==> config.mk <==
export PLATFORM = sky130hd
export DESIGN_NAME = mmio_bridge
export DESIGN_NICKNAME = d
export VERILOG_FILES = /design/src/rtl/mmio_bridge.sv
export SDC_FILE = /design/constraint.sdc
export NUM_CORES = 1
export LEC_CHECK = 0
export CORE_MARGIN = 1.5
export CORE_UTILIZATION = 49
export DETAILED_ROUTE_END_ITERATION = 7
export GPL_TIMING_DRIVEN = 1
export PLACE_DENSITY_LB_ADDON = 0.08
export SLEW_MARGIN = 20
export SYNTH_ARGS = -nofsm -noshare
export SYNTH_HDL_FRONTEND = slang
export SYNTH_SLANG_ARGS = --single-unit
==> constraint.sdc <==
create_clock -name clk -period 7.25 [get_ports clk]
set_input_delay 2.175 -clock clk [delete_from_list [all_inputs] [get_ports clk]]
set_output_delay 2.175 -clock clk [all_outputs]
set_load 0.01 [all_outputs]
==> src/rtl/mmio_bridge.sv <==
// mmio_bridge: stalls the pipeline while a MEM-stage load/store that falls in
// the peripheral window is carried out as a single request/ack handshake.
// Loads are lane-extracted and extended into rdata. Misaligned accesses and
// handshakes that run out of time are reported through a sticky err flag.
module mmio_bridge #(
    parameter logic [31:0] MMIO_BASE = 32'hFFFF_0000,
    parameter logic [31:0] MMIO_MASK = 32'hFFFF_0000,
    parameter int          TIMEOUT   = 255
) (
    input  logic        clk,
    input  logic        rst,
    input  logic        mem_read_en,
    input  logic        mem_write_en,
    input  logic [31:0] addr,
    input  logic [31:0] wdata,
    input  logic [1:0]  length,
    input  logic        sign,
    output logic        polling,
    output logic [31:0] rdata,
    output logic        periph_req,
    output logic        periph_we,
    output logic [31:0] periph_addr,
    output logic [31:0] periph_wdata,
    output logic [3:0]  periph_be,
    input  logic        periph_ack,
    input  logic [31:0] periph_rdata,
    output logic        err
);

    // The counter must be able to reach TIMEOUT itself.
    localparam int CNT_W = (TIMEOUT < 2) ? 1 : $clog2(TIMEOUT + 1);
    // A cycle without ack while the count is at CNT_LAST is the TIMEOUT-th one.
    localparam logic [CNT_W-1:0] CNT_LAST = CNT_W'(TIMEOUT - 1);

    typedef enum logic [1:0] {
        IDLE,
        REQ,
        DONE
    } state_t;

    state_t state_reg, state_next;

    logic             hit;
    logic             misaligned;
    logic             accept;
    logic             fault_misalign;
    logic             req_ack;
    logic             req_timeout;
    logic [CNT_W-1:0] count_reg;

    // Access shape captured at acceptance, needed to format the load result.
    logic [1:0]       addr_lo_reg;
    logic [1:0]       length_reg;
    logic             sign_reg;

    logic [3:0]       be_fmt;
    logic [31:0]      wdata_fmt;
    logic [7:0]       byte_val;
    logic [15:0]      half_val;
    logic [31:0]      load_ext;

    assign hit = (mem_read_en | mem_write_en) & ((addr & MMIO_MASK) == MMIO_BASE);

    // Half accesses need an even address, word accesses a 4-byte aligned one.
    always_comb begin
        misaligned = 1'b0;
        case (length)
            2'b00:   misaligned = 1'b0;
            2'b01:   misaligned = addr[0];
            default: misaligned = (addr[1:0] != 2'b00);
        endcase
    end

    // Per byte lane: enable and replicated store data for the current access.
    generate
        for (genvar gi = 0; gi < 4; gi++) begin : g_lane
            assign be_fmt[gi] = (length == 2'b00) ? (addr[1:0] == 2'(gi)) :
                                (length == 2'b01) ? (addr[1] == 1'(gi / 2)) :
                                                    1'b1;
            assign wdata_fmt[8*gi +: 8] = (length == 2'b00) ? wdata[7:0] :
                                          (length == 2'b01) ? wdata[8*(gi%2) +: 8] :
                                                              wdata[8*gi +: 8];
        end
    endgenerate

    // Stall while a hit waits in IDLE and for the whole of REQ; never in reset.
    assign polling = ~rst & (((state_reg == IDLE) & hit) | (state_reg == REQ));

    // State register.
    always_ff @(posedge clk or posedge rst) begin
        if (rst) begin
            state_reg <= IDLE;
        end else begin
            state_reg <= state_next;
        end
    end

    // Next-state logic and the one-cycle event strobes for the datapath.
    always_comb begin
        state_next     = state_reg;
        accept         = 1'b0;
        fault_misalign = 1'b0;
        req_ack        = 1'b0;
        req_timeout    = 1'b0;
        case (state_reg)
            IDLE: begin
                if (hit) begin
                    if (misaligned) begin
                        fault_misalign = 1'b1;
                        state_next     = DONE;
                    end else begin
                        accept     = 1'b1;
                        state_next = REQ;
                    end
                end
            end
            REQ: begin
                // An ack on the final cycle wins over the timeout.
                if (periph_ack) begin
                    req_ack    = 1'b1;
                    state_next = DONE;
                end else if (count_reg == CNT_LAST) begin
                    req_timeout = 1'b1;
                    state_next  = DONE;
                end
            end
            DONE: begin
                state_next = IDLE;
            end
            default: begin
                state_next = IDLE;
            end
        endcase
    end

    // Timeout counter: cleared on acceptance, counts REQ cycles without ack.
    always_ff @(posedge clk or posedge rst) begin
        if (rst) begin
            count_reg <= '0;
        end else if (accept) begin
            count_reg <= '0;
        end else if ((state_reg == REQ) && !periph_ack) begin
            count_reg <= count_reg + 1'b1;
        end
    end

    // Capture the access shape when the request is accepted.
    always_ff @(posedge clk or posedge rst) begin
        if (rst) begin
            addr_lo_reg <= 2'b00;
            length_reg  <= 2'b00;
            sign_reg    <= 1'b0;
        end else if (accept) begin
            addr_lo_reg <= addr[1:0];
            length_reg  <= length;
            sign_reg    <= sign;
        end
    end

    // Peripheral request bundle: loaded on acceptance, held through REQ, zero otherwise.
    always_ff @(posedge clk or posedge rst) begin
        if (rst) begin
            periph_req   <= 1'b0;
            periph_we    <= 1'b0;
            periph_addr  <= 32'h0;
            periph_wdata <= 32'h0;
            periph_be    <= 4'h0;
        end else if (accept) begin
            periph_req   <= 1'b1;
            periph_we    <= mem_write_en;
            periph_addr  <= {addr[31:2], 2'b00};
            periph_wdata <= wdata_fmt;
            periph_be    <= be_fmt;
        end else if (req_ack || req_timeout) begin
            periph_req   <= 1'b0;
            periph_we    <= 1'b0;
            periph_addr  <= 32'h0;
            periph_wdata <= 32'h0;
            periph_be    <= 4'h0;
        end
    end

    // Pick the addressed lane out of the returned word and extend it.
    always_comb begin
        byte_val = 8'h00;
        case (addr_lo_reg)
            2'd0:    byte_val = periph_rdata[7:0];
            2'd1:    byte_val = periph_rdata[15:8];
            2'd2:    byte_val = periph_rdata[23:16];
            default: byte_val = periph_rdata[31:24];
        endcase
        half_val = addr_lo_reg[1] ? periph_rdata[31:16] : periph_rdata[15:0];
        case (length_reg)
            2'b00:   load_ext = {{24{sign_reg & byte_val[7]}}, byte_val};
            2'b01:   load_ext = {{16{sign_reg & half_val[15]}}, half_val};
            default: load_ext = periph_rdata;
        endcase
    end

    // Load result: updated by read completions, zeroed by faults, else held.
    always_ff @(posedge clk or posedge rst) begin
        if (rst) begin
            rdata <= 32'h0;
        end else if (req_ack && !periph_we) begin
            rdata <= load_ext;
        end else if (req_timeout || fault_misalign) begin
            rdata <= 32'h0;
        end
    end

    // Sticky fault flag, cleared only by reset.
    always_ff @(posedge clk or posedge rst) begin
        if (rst) begin
            err <= 1'b0;
        end else if (req_timeout || fault_misalign) begin
            err <= 1'b1;
        end
    end

endmodule

==> results of run 1 <==
cell usage in the layout (no fill, tap or decap), types with 4 or more instances in the layout:
cell	netlist	final
a211oi_1	15	15
clkbuf_16	0	17
o22a_1	7	7
clkbuf_8	0	4
nand2_1	37	37
a21oi_1	14	13
o221ai_1	7	7
nand3_1	34	34
buf_4	5	8
o211ai_1	16	16
clkdlybuf4s50_1	0	205
dfrtp_1	116	116
inv_1	29	28
clkinv_2	0	5
o21ai_0	76	76
o22ai_1	18	18
mux2_2	11	11
nor2_1	32	32
xor2_1	6	6
mux2i_1	87	87
nand4_1	8	8
worst max path at each step:
stage / startpoint / to / slack [ns] / depth (start not counted)
6_report: addr[30] / polling / 1.05 / 6
3_5_place_dp: addr[29] / polling / 1.09 / 6
3_3_place_gp: addr[30] / polling / 1.17 / 6
4_1_cts: addr[30] / polling / 1.09 / 6
2_1_floorplan: rst / addr_lo_reg[0] / 2.00 / 1
5_1_grt: addr[30] / polling / 0.91 / 6
per-stage QoR:
step           hold WS, ns  utilization [%]  cells
3_5_place_dp        0.4643            67.23    905
6_report            0.4776            72.02    937
2_1_floorplan       0.4977                -    597
5_1_grt             0.5062            72.02    937
4_1_cts             0.4824            71.96    937
3_3_place_gp        0.4666            67.23    905
cell families (layout without fill, tap and decap cells):
family          Yosys count  count (layout)  share of synthesized area, %
compound gates          157             157                         16.08
xor+xnor                  7               7                         1.027
fa+ha+maj                 2               2                        0.4192
buf+inv                  83             276                         6.038
flops                   116             116                         48.64
mux                      98              98                         16.67
other cells               1               2                       0.06283
simple gates            132             132                         11.07
routing by layer:
layer	vias to the layer above	wire length [um]
met3	41	1377
met1	2629	7156
met2	212	8463
met5	-	0
met4	0	592
li1	2499	-
power breakdown:
part / internal [mW] / switching (mW) / total [mW]
Combinational: 0.0735 / 0.0622 / 0.136
Sequential: 0.651 / 0.00155 / 0.652
Clock: 0.504 / 0.292 / 0.796
Total: 1.23 / 0.356 / 1.58
area by class of cell:
| class | count | share of cell area, % |
|---|---|---|
| clock buffer | 23 | 5.664 |
| multi-input combinational | 398 | 31.71 |
| inverter | 31 | 1.380 |
| timing repair buffer | 213 | 24.52 |
| sequential | 116 | 33.70 |
| clock inverter | 9 | 0.9005 |
| tap | 147 | 2.135 |
==> impl_metrics.py, run 1 <==
metrics = {
    "global_routing": {
        "use_met3_pct": 8.356,
        "grt.overflow.total": 0,
        "grt_util_met1_pct": 35.48,
        "grt_pass1_vias": 5662,
        "grtUsageMet2_pct": 45.90,
        "grtUsageTotal_pct": 28.47,
        "grt_max_degree": 71,
        "grt_pass1_wl_mm": 28.40,
        "antenna_found_initial": 0,
        "grt-busiest-layer": "met2",
    },
    "synth": {
        "synth_edf_count": 0,
        "async_reset_ff_share_pct": 100.0,
        "synth_most_common_cell": "dfrtp_1",
        "synth_area_leaders": "dfrtp_1, mux2i_1, o21ai_0, nand3_1, clkbuf_1",
        "synth-seq-area-share_pct": 48.64,
        "synth_top_area_cell": "dfrtp_1",
        "synth_warnings": 0,
        "synth_seq_cells": 116,
        "syn_inst": 596,
        "synth.avg_cell_area_um2": 10.01,
        "yosys.area.top_type_share_pct": 48.64,
        "yosysUniqueCellTypes": 44,
        "syn_area_um2": 5968,
        "synth_ff_type": "dfrtp_1",
        "synth_common_cells": "dfrtp_1, mux2i_1, o21ai_0",
    },
    "cts": {
        "cts_buffers": 17,
        "ctsResizeCount": 0,
        "clock_path_buffers": 2,
        "clock-sinks": 116,
        "insertion_delay_ns": 0.41,
        "clkTransAtPathRegs_ns": 0.05,
        "hold_buffers": 0,
        "ctsRootBufferMaster": "clkbuf_16",
        "cts_tree": "built",
        "cts_setup_buffers": 0,
        "h-tree-depth": 4,
    },
    "setup_path": {
        "reg2reg_depth": 5,
        "slowest_stage": "clkdlybuf4s50_1",
        "start_kind": "primary input",
        "r2r_slack_ns": 4.22,
        "path_cells": "clkdlybuf4s50_1 -> nand4_1 -> nor3_1 -> a21oi_1 -> nor3_1 -> clkdlybuf4s50_1",
        "worstPathMaxFanout": 4,
        "crit_path_end_kind": "primary output",
        "crit_type": "primary input to primary output",
        "cp.arrival_ns": 4.03,
        "cpPeakStageDelay_ns": 0.56,
        "r2r_start": "state_reg[1]",
        "required_ns": 5.08,
        "path_buf_inv": 2,
        "cp_top_family": "buffers and inverters",
        "timing.rr.end": "rdata[16]",
    },
    "cells_and_area": {
        "syn_to_final_growth_pct": 44.34,
        "multiInputGateArea_um2": 2731,
        "nets": 883,
        "largestRegisters": "periph_wdata: 32 flops, rdata: 32 flops, periph_addr: 30 flops",
        "drive_gt1_share_pct": 7.848,
        "fillers": 921,
        "postLayoutCellArea_um2": 8615,
        "num_antenna_cells": 0,
        "regArea_um2": 2903,
    },
    "die": {
        "fp.dieH_um": 113.4,
        "die_w_um": 113.4,
        "core_um2": 11960,
        "num_io_pins": 208,
        "start_util_pct": 49.90,
        "rows": 40,
        "die-area_um2": 12850,
    },
    "worst_hold_path": {
        "hp-start": "err",
        "min_to": "err",
        "hp-class": "flip-flop to flip-flop",
        "whs_path_depth": 1,
    },
    "flow_run": {
        "maxCapViolations": 0,
    },
    "drt": {
        "vias": 5381,
        "drc_errors": 0,
        "via_per_inst": 5.743,
        "ant_nets": 0,
        "drt-total-wl_mm": 17.59,
        "firstDrtPassIters": 5,
        "drtIter0Drc": 321,
        "avgRoutedWirePerCell_um": 18.77,
    },
    "power_and_ir_drop": {
        "report.power.total_mw": 1.584,
        "ir_worst_vdd_mv": 0.1273,
        "powerDensity_nw_per_um2": 183.8,
        "p_leak_nw": 3.965,
    },
    "placed_design": {
        "dpl.hpwl_mm": 11.84,
        "routabilityCongestion": 0.8540,
        "placed_area_um2": 8041,
        "place_ws_ns": 1.094,
        "portBuffers": 205,
    },
    "timing": {
        "tns_ns": 0,
        "relSlewSlack_pct": 31.35,
        "finalSetupViolCount": 0,
        "fmax_mhz": 161.3,
        "skew_ns": 0.005509,
        "setup_slack_ns": 1.049,
        "grt_setup_unrepaired": "false",
        "maxSlewViolCount": 0,
        "tightest_slew_ns": 1.030,
        "finalCriticalPeriod_ns": 6.201,
        "fin_crit_sh_pct": 85.53,
        "finalHoldViolCount": 0,
    },
    "run_status": {
        "outcome": "completed",
    },
}
Note: power is estimated with default switching activity, not from simulation.
==> inputs of run 2 (changes only) <==
PLACE_DENSITY = 0.85   (was not set)
PLACE_DENSITY_LB_ADDON = not set   (was 0.08)
==> impl_metrics.py, run 2 (synthesis results as in run 1) <==
metrics = {
    "run_status": {
        "outcome": "completed",
    },
    "worst_hold_path": {
        "hp-class": "flip-flop to flip-flop",
    },
    "drt": {
        "drc_errors": 0,
        "avgRoutedWirePerCell_um": 20.58,
        "ant_nets": 0,
        "top_layer_used": "met4",
        "vias": 5648,
        "firstDrtPassIters": 5,
        "dr_wl_met3_mm": 2.046,
        "via_per_inst": 6.041,
        "drt-met1-wl_mm": 7.274,
        "wl_met2_mm": 9.368,
        "drtIter0Drc": 629,
        "drt-total-wl_mm": 19.25,
    },
    "die": {
        "die_w_um": 113.4,
        "core_um2": 11960,
        "die-area_um2": 12850,
        "num_io_pins": 208,
        "fp.dieH_um": 113.4,
        "start_util_pct": 49.90,
        "rows": 40,
    },
    "global_routing": {
        "antenna_found_initial": 0,
        "grt_pass1_vias": 5611,
        "grtUsageTotal_pct": 30.64,
        "grt_max_degree": 71,
        "grt_pass1_wl_mm": 30.00,
        "grt.overflow.total": 0,
    },
    "cells_and_area": {
        "drive_gt1_share_pct": 7.234,
        "final_common_cell": "clkdlybuf4s50_1",
        "num_antenna_cells": 0,
        "postLayoutCellArea_um2": 8638,
        "nets": 882,
        "largestRegisters": "periph_wdata: 32 flops, rdata: 32 flops, periph_addr: 30 flops",
        "final_cell_mix": "clkdlybuf4s50_1, dfrtp_1, mux2i_1",
        "syn_to_final_growth_pct": 44.74,
    },
    "timing": {
        "finalSetupViolCount": 0,
        "tns_ns": 0,
        "maxSlewViolCount": 0,
        "fmax_mhz": 156.6,
        "finalCriticalPeriod_ns": 6.385,
        "finalHoldViolCount": 0,
        "tightest_slew_ns": 1.060,
        "fin_crit_sh_pct": 88.07,
        "grt_setup_unrepaired": "false",
        "skew_ns": 0.01162,
        "relSlewSlack_pct": 29.34,
        "whs_ns": 0.4768,
    },
    "cts": {
        "clock_path_buffers": 2,
        "ctsRootBufferMaster": "clkbuf_16",
        "cts_setup_buffers": 0,
        "h-tree-depth": 4,
        "clkTransAtPathRegs_ns": 0.05,
        "insertion_delay_ns": 0.42,
        "hold_buffers": 0,
        "cts_tree": "built",
        "cts_buffers": 17,
        "clock-sinks": 116,
        "ctsResizeCount": 0,
    },
    "placed_design": {
        "dpl.hpwl_mm": 13.04,
        "routabilityCongestion": 0.8682,
        "portBuffers": 205,
        "placed_area_um2": 8034,
    },
    "setup_path": {
        "crit_type": "primary input to primary output",
        "cp.arrival_ns": 4.21,
        "worstPathMaxFanout": 4,
        "required_ns": 5.08,
        "start_kind": "primary input",
        "crit_path_end_kind": "primary output",
    },
    "power_and_ir_drop": {
        "powerDensity_nw_per_um2": 189.1,
        "p_leak_nw": 3.978,
        "ir_worst_vdd_mv": 0.1621,
    },
    "flow_run": {
        "maxCapViolations": 0,
    },
}
[run 2: final cells by class]
class | count | area [um^2]
clock inverters | 3 | 65.06
repair buffers | 212 | 2105
well taps | 147 | 183.9
clock buffers | 28 | 526.8
multi-input cells | 398 | 2736
fillers | 817 | 3323
flip-flops and latches | 116 | 2903
inverters | 31 | 118.9
[run 2: worst paths after layout]
path / start / to / slack, ns / cells after the start
max in group asynchronous: rst / rdata[6] / 3.72 / 3
min in group asynchronous: rst / periph_wdata[14] / 2.34 / 2
setup / recovery: addr[30] / polling / 0.86 / 6
hold / removal: err / err / 0.48 / 1
setup reg to reg: state_reg[1] / rdata[29] / 4.17 / 4
hold reg to reg: err / err / 0.48 / 1
[run 2: routing by layer]
metal / GRT usage (%) / vias up
met5: 0 / -
met4: 13.75 / 0
met3: 10.44 / 43
met2: 49.66 / 354
met1: 37.21 / 2754
li1: - / 2497
[run 2: through the flow]
stage / util [%] / instances / setup WS [ns] / power [mW]
after floorplan: - / 597 / 2.003 / 0.7140
after CTS: 72.11 / 935 / 0.8951 / 1.641
final: 72.22 / 935 / 0.8650 / 1.634
after detailed placement: 67.17 / 904 / 0.8922 / 0.7997
after global placement: 67.17 / 904 / 0.9620 / 0.7970
after global routing: 72.22 / 935 / 0.7068 / 1.683
[run 2: power by group]
group | internal [mW] | switching [mW]
clock | 0.558 | 0.284
sequential | 0.651 | 0.00174
combinational | 0.0736 | 0.0647
total | 1.28 | 0.351
[run 2: critical path: stages]
cell,delay (ns)
clkdlybuf4s50_1,0.46
nand4_1,0.20
nor3_1,0.46
a21oi_1,0.16
nor3_1,0.18
clkdlybuf4s50_1,0.57
